`config.mk`:
```
export PLATFORM = sky130hd
export DESIGN_NAME = sbox_nibble_scheduler_flat
export DESIGN_NICKNAME = d
export VERILOG_FILES = /design/src/rtl/sbox_nibble_scheduler_if.sv /design/src/rtl/sbox_nibble_scheduler.sv /design/src/flat_wrapper.sv
export SDC_FILE = /design/constraint.sdc
export NUM_CORES = 1
export LEC_CHECK = 0
export BUFFER_PORTS_ARGS = -buffer_cell sky130_fd_sc_hd__buf_2
export CAP_MARGIN = 15
export CORE_UTILIZATION = 40
export DETAILED_ROUTE_END_ITERATION = 10
export HOLD_SLACK_MARGIN = 0.05
export PLACE_DENSITY_LB_ADDON = 0.05
export SYNTH_ARGS = -nofsm -noshare
export SYNTH_HDL_FRONTEND = slang
export SYNTH_SLANG_ARGS = --single-unit
```
`constraint.sdc`:
```
create_clock -name clk_i -period 2.55 [get_ports clk_i]
set_clock_uncertainty 0.1 [all_clocks]
set_input_delay 0.1275 -clock clk_i [delete_from_list [all_inputs] [get_ports clk_i]]
set_output_delay 0.1275 -clock clk_i [all_outputs]
set_load 0.01 [all_outputs]
```
`src/rtl/sbox_nibble_scheduler_if.sv`:
```
// Handshake bundle between the round controller / PRNG and the S-box nibble scheduler.
// The scheduler is the slave: it receives start/rnd_valid and drives everything else.
interface sbox_nibble_scheduler_if #(
    parameter int NUM_NIBBLES = 16,
    parameter int NUM_STEPS   = 4
);
    localparam int IDXW = $clog2(NUM_NIBBLES);

    logic                 start;
    logic                 busy;
    logic                 done;
    logic                 rnd_valid;
    logic                 rnd_ready;
    logic                 sb_in_valid;
    logic [IDXW-1:0]      sb_in_idx;
    logic [NUM_STEPS-1:0] step_en;
    logic                 wr_en;
    logic [IDXW-1:0]      wr_idx;

    modport master (
        output start, rnd_valid,
        input  busy, done, rnd_ready, sb_in_valid, sb_in_idx, step_en, wr_en, wr_idx
    );

    modport slave (
        input  start, rnd_valid,
        output busy, done, rnd_ready, sb_in_valid, sb_in_idx, step_en, wr_en, wr_idx
    );
endinterface

```
`src/rtl/sbox_nibble_scheduler.sv`:
```
// Feeds the nibbles of one round through a shared pipelined masked S-box chain, one per
// cycle when fresh randomness is available, and tracks them to write-back with a token pipe.
module sbox_nibble_scheduler #(
    parameter int NUM_NIBBLES  = 16,
    parameter int NUM_STEPS    = 4,
    parameter int STEP_LATENCY = 2,
    parameter int RAND_BITS    = 4
) (
    input  logic                   clk_i,
    input  logic                   rst_i,
    sbox_nibble_scheduler_if.slave bus
);
    localparam int IDXW      = $clog2(NUM_NIBBLES);
    localparam int CNTW      = $clog2(NUM_NIBBLES + 1);
    localparam int TOTAL_LAT = NUM_STEPS * STEP_LATENCY;
    localparam logic [CNTW-1:0] LAST_CNT = CNTW'(NUM_NIBBLES - 1);
    localparam logic [CNTW-1:0] FULL_CNT = CNTW'(NUM_NIBBLES);

    if (RAND_BITS < 1 || TOTAL_LAT < 1) begin : g_param_chk
        $error("sbox_nibble_scheduler: RAND_BITS and NUM_STEPS*STEP_LATENCY must be >= 1");
    end

    typedef enum logic [1:0] {S_IDLE, S_FEED, S_DRAIN, S_DONE} state_e;

    state_e                          state_q, state_d;
    logic [CNTW-1:0]                 issue_cnt_q, issue_cnt_d;
    logic [CNTW-1:0]                 wr_cnt_q, wr_cnt_d;
    logic [IDXW-1:0]                 last_idx_q, last_idx_d;
    logic [TOTAL_LAT-1:0]            vld_pipe_q;
    logic [TOTAL_LAT-1:0][IDXW-1:0]  idx_pipe_q;
    logic                            issue;
    logic                            wr_last;
    logic [IDXW-1:0]                 in_idx;
    logic [NUM_STEPS-1:0]            step_en;

    // Randomness is consumed exactly when a nibble enters the chain.
    assign issue   = (state_q == S_FEED) && bus.rnd_valid;
    assign in_idx  = issue ? issue_cnt_q[IDXW-1:0] : last_idx_q;
    assign wr_last = vld_pipe_q[TOTAL_LAT-1] && (wr_cnt_q == LAST_CNT);

    always_comb begin
        state_d     = state_q;
        issue_cnt_d = issue_cnt_q;
        wr_cnt_d    = wr_cnt_q;
        last_idx_d  = last_idx_q;

        if (vld_pipe_q[TOTAL_LAT-1] && (wr_cnt_q != FULL_CNT)) begin
            wr_cnt_d = wr_cnt_q + 1'b1;
        end

        case (state_q)
            S_IDLE: begin
                if (bus.start) begin
                    state_d     = S_FEED;
                    issue_cnt_d = '0;
                    wr_cnt_d    = '0;
                end
            end
            S_FEED: begin
                if (issue) begin
                    last_idx_d = issue_cnt_q[IDXW-1:0];
                    if (issue_cnt_q != FULL_CNT) issue_cnt_d = issue_cnt_q + 1'b1;
                    if (issue_cnt_q == LAST_CNT) state_d = S_DRAIN;
                end
            end
            S_DRAIN: begin
                if (wr_last) state_d = S_DONE;
            end
            S_DONE:  state_d = S_IDLE;
            default: state_d = S_IDLE;
        endcase
    end

    always_ff @(posedge clk_i) begin
        if (rst_i) begin
            state_q     <= S_IDLE;
            issue_cnt_q <= '0;
            wr_cnt_q    <= '0;
            last_idx_q  <= '0;
        end else begin
            state_q     <= state_d;
            issue_cnt_q <= issue_cnt_d;
            wr_cnt_q    <= wr_cnt_d;
            last_idx_q  <= last_idx_d;
        end
    end

    // The chain never stalls, so the token pipe shifts unconditionally.
    always_ff @(posedge clk_i) begin
        if (rst_i) begin
            vld_pipe_q <= '0;
            idx_pipe_q <= '0;
        end else begin
            vld_pipe_q[0] <= issue;
            idx_pipe_q[0] <= in_idx;
            for (int i = 1; i < TOTAL_LAT; i++) begin
                vld_pipe_q[i] <= vld_pipe_q[i-1];
                idx_pipe_q[i] <= idx_pipe_q[i-1];
            end
        end
    end

    for (genvar s = 0; s < NUM_STEPS; s++) begin : g_step
        if (s == 0) begin : g_first
            assign step_en[s] = issue | (|vld_pipe_q[0 +: STEP_LATENCY]);
        end else begin : g_rest
            assign step_en[s] = |vld_pipe_q[s*STEP_LATENCY +: STEP_LATENCY];
        end
    end

    assign bus.busy        = (state_q == S_FEED) || (state_q == S_DRAIN);
    assign bus.done        = (state_q == S_DONE);
    assign bus.rnd_ready   = issue;
    assign bus.sb_in_valid = issue;
    assign bus.sb_in_idx   = in_idx;
    assign bus.step_en     = step_en;
    assign bus.wr_en       = vld_pipe_q[TOTAL_LAT-1];
    assign bus.wr_idx      = idx_pipe_q[TOTAL_LAT-1];
endmodule

```
`src/flat_wrapper.sv`:
```
// flat-port wrapper written by rule: the top's interface ports become plain ports
module sbox_nibble_scheduler_flat 
#(
    parameter int NUM_NIBBLES  = 16,
    parameter int NUM_STEPS    = 4,
    parameter int STEP_LATENCY = 2,
    parameter int RAND_BITS    = 4
)
  (clk_i, rst_i, bus_start, bus_rnd_valid, bus_busy, bus_done, bus_rnd_ready, bus_sb_in_valid, bus_sb_in_idx, bus_step_en, bus_wr_en, bus_wr_idx);
  sbox_nibble_scheduler_if #(.NUM_NIBBLES(NUM_NIBBLES), .NUM_STEPS(NUM_STEPS)) bus_i ();
  input  logic clk_i;
  input  logic rst_i;
  input wire logic [$bits(bus_i.start)-1:0] bus_start;
  input wire logic [$bits(bus_i.rnd_valid)-1:0] bus_rnd_valid;
  output wire logic [$bits(bus_i.busy)-1:0] bus_busy;
  output wire logic [$bits(bus_i.done)-1:0] bus_done;
  output wire logic [$bits(bus_i.rnd_ready)-1:0] bus_rnd_ready;
  output wire logic [$bits(bus_i.sb_in_valid)-1:0] bus_sb_in_valid;
  output wire logic [$bits(bus_i.sb_in_idx)-1:0] bus_sb_in_idx;
  output wire logic [$bits(bus_i.step_en)-1:0] bus_step_en;
  output wire logic [$bits(bus_i.wr_en)-1:0] bus_wr_en;
  output wire logic [$bits(bus_i.wr_idx)-1:0] bus_wr_idx;
  assign bus_i.start = bus_start;
  assign bus_i.rnd_valid = bus_rnd_valid;
  assign bus_busy = bus_i.busy;
  assign bus_done = bus_i.done;
  assign bus_rnd_ready = bus_i.rnd_ready;
  assign bus_sb_in_valid = bus_i.sb_in_valid;
  assign bus_sb_in_idx = bus_i.sb_in_idx;
  assign bus_step_en = bus_i.step_en;
  assign bus_wr_en = bus_i.wr_en;
  assign bus_wr_idx = bus_i.wr_idx;
  sbox_nibble_scheduler #(.NUM_NIBBLES(NUM_NIBBLES), .NUM_STEPS(NUM_STEPS), .STEP_LATENCY(STEP_LATENCY), .RAND_BITS(RAND_BITS)) u_core (.clk_i(clk_i), .rst_i(rst_i), .bus(bus_i));
endmodule
```
==> flow_metrics.env <==
export IMPL_ant_nets=0
export IMPL_synth_xor_area_share_pct=1.29
export IMPL_layout_drive_gt1_share_pct=17.3
export IMPL_grt_max_degree=30
export IMPL_ys_types=34
export IMPL_synth_seq_area_share_pct=55.2
export IMPL_irDropWorstVdd_mv=0.330
export IMPL_yosysTopAreaCellShare_pct=55.2
export IMPL_yosysWarnings=0
export IMPL_clock_path_buffers=2
export IMPL_synth_async_reset_ratio_pct=0
export IMPL_ios=21
export IMPL_fillCellCount=498
export IMPL_place_area_um2=2160
export IMPL_design_core_area_um2=4820
export IMPL_clk_latency_ps=300
export IMPL_die_area_um2=5370
export IMPL_fin_ws_ps=241
export IMPL_syn_instance_count=197
export IMPL_cap_violations=0
export IMPL_muxShareOfSynthArea_pct=1.60
export IMPL_drc=0
export IMPL_hold_violations=0
export IMPL_gp_congestion=0.794
export IMPL_worst_pin_slew_ps=498
export IMPL_min_path_type="input pin to flip-flop"
export IMPL_drv_slew=0
export IMPL_stdcell_count=281
export IMPL_numCtsBuffers=5
export IMPL_powerDensity_nw_per_um2=779
export IMPL_synth_top_family_by_area="simple AND/OR/NAND/NOR gates"
export IMPL_vias_per_cell=4.52
export IMPL_fin_crit_ps=2310
export IMPL_required_ps=2680
export IMPL_fp_dieH_um=73.3
export IMPL_grt_usage_pct=12.9
export IMPL_synthFlopType="dfxtp_1"
export IMPL_drtIter0Drc=36
export IMPL_synth_edf_count=0
export IMPL_cts_root_buf="clkbuf_8"
export IMPL_cp_arrival_ps=2440
export IMPL_cp_max_fo=13
export IMPL_clock_sinks=56
export IMPL_vias=1270
export IMPL_crit_path_end_kind="flip-flop"
export IMPL_grt_pass1_vias=1209
export IMPL_synth_fa_ha_area_share_pct=6.78
export IMPL_yosys_top_cells_area="dfxtp_1 55%, nor2b_1 14%, ha_1 6.8%"
export IMPL_fin_area_um2=2250
export IMPL_antenna_found_initial=0
export IMPL_fin_crit_sh_pct=90.6
export IMPL_pre_cts_slack_ps=272
export IMPL_syn2layout_area_growth_pct=10.8
export IMPL_synth_compound_area_share_pct=4.74
export IMPL_cts_resized=0
export IMPL_antennaDiodeCount=0
export IMPL_syn_num_nets=212
export IMPL_fp_dieW_um=73.3
export IMPL_cts_hold_buf=0
export IMPL_maxSlewHeadroom_pct=66.5
export IMPL_grt_pass1_wl_um=5170
export IMPL_cts_clk_slew_worst_paths_ps=100
export IMPL_rsz0062_at_grt="false"
export IMPL_start_util_pct=42.2
export IMPL_final_cell_mix="56 x dfxtp_1, 44 x nor2b_1, 20 x buf_2"
export IMPL_synth_seq_cells=56
export IMPL_cts_tree="yes"
export IMPL_layout_commonest_cell="dfxtp_1"
export IMPL_dp_cells=273
export IMPL_max_freq_mhz=433
export IMPL_row_count=25
export IMPL_fin_nets=228
export IMPL_finalSetupViolations=0
export IMPL_wl_per_cell_um=11.0
export IMPL_run_status="completed"
export IMPL_crit_path_start_kind="flip-flop"
export IMPL_synth_avg_cell_area_um2=10.3
export IMPL_syn_area_um2=2030
export IMPL_h_tree_depth=2
export IMPL_hpwl_um=2150
export IMPL_setup_tns_ps=0
export IMPL_routed_wl_um=3080
export IMPL_cts_setup_buffers=0
export IMPL_io_buffer_count=20
export IMPL_grt_overflow=0
export IMPL_synth_area_leader_cell="dfxtp_1"
export IMPL_synth_simple_area_share_pct=25.6
export IMPL_hold_worst_slack_ps=125
export IMPL_leakage_nw=0.939
export IMPL_path_class="flip-flop to flip-flop"
export IMPL_drt_first_pass_iters=4
## through the flow
step | utilization (%) | power, W
global route | 46.7 | 0.00186
detailed placement | 44.8 | 0.00129
global placement | 44.8 | 0.00127
finish | 46.7 | 0.00175
CTS | 46.7 | 0.00178
floorplan | - | 0.00121
## power by group
part | internal [W] | switching (W) | leakage, nW
Sequential | 0.000900 | 0.0000234 | 0.451
Clock | 0.000197 | 0.000285 | 0.0485
Combinational | 0.000139 | 0.000206 | 0.439
## cells in the mapped netlist, types with 3 or more instances
master	n
dfxtp_1	56
nor2b_1	44
ha_1	11
nor2_1	10
inv_1	9
nand2_1	9
clkbuf_1	7
buf_4	5
nand3_1	5
o21ai_0	5
a21oi_1	4
nand4_1	4
or2_2	3
## critical path, stage by stage (launching register included)
cell,delay (ps)
dfxtp_1,400
inv_1,100
ha_1,340
and2b_4,240
or3_4,410
or4_1,510
a31oi_1,140
## sequential cells by signal, summed over array words and instances (netlist names)
name / cells
u_core.issue_cnt_q: 5
u_core.state_q: 2
u_core.idx_pipe_q: 28
u_core.bus.wr_idx: 4
u_core.last_idx_q: 4
u_core.vld_pipe_q: 8
u_core.wr_cnt_q: 5
## final cells by class
| type | count | area (um^2) | share of cell area, % |
|---|---|---|---|
| Multi-Input combinational cell | 120 | 812 | 36.1 |
| Clock buffer | 5 | 68.8 | 3.06 |
| Tap cell | 67 | 83.8 | 3.73 |
| Inverter | 9 | 33.8 | 1.50 |
| Timing Repair Buffer | 21 | 108 | 4.78 |
| Sequential cell | 56 | 1120 | 49.8 |
| Clock inverter | 3 | 22.5 | 1.00 |
## path summary, 6_finish.rpt
path | start | endpoint | slack (ps) | cells after the start
worst max register to register | u_core.state_q[1] | u_core.issue_cnt_q[2] | 240 | 6
worst min-delay path | bus_start | u_core.wr_cnt_q[4] | 120 | 3
worst max-delay path | u_core.state_q[1] | u_core.issue_cnt_q[2] | 240 | 6
worst min register to register | u_core.idx_pipe_q[0] | u_core.idx_pipe_q[4] | 340 | 1
## kinds of logic (layout without fill, tap and decap cells)
logic type	count (synthesis)	after routing
compound gates	15	15
flops	56	56
xor+xnor	3	3
buf+inv	21	38
simple gates	88	88
fa+ha+maj	11	11
mux	3	3
## per-layer routing
metal	global-route usage (%)	wire length (um)	vias to the layer above
li1	-	-	666
met1	14.2	1440	587
met2	22.7	1530	15
met3	4.12	88	2
met4	5.23	23	0
met5	0	0	-
(Power assumes the default switching activity.)
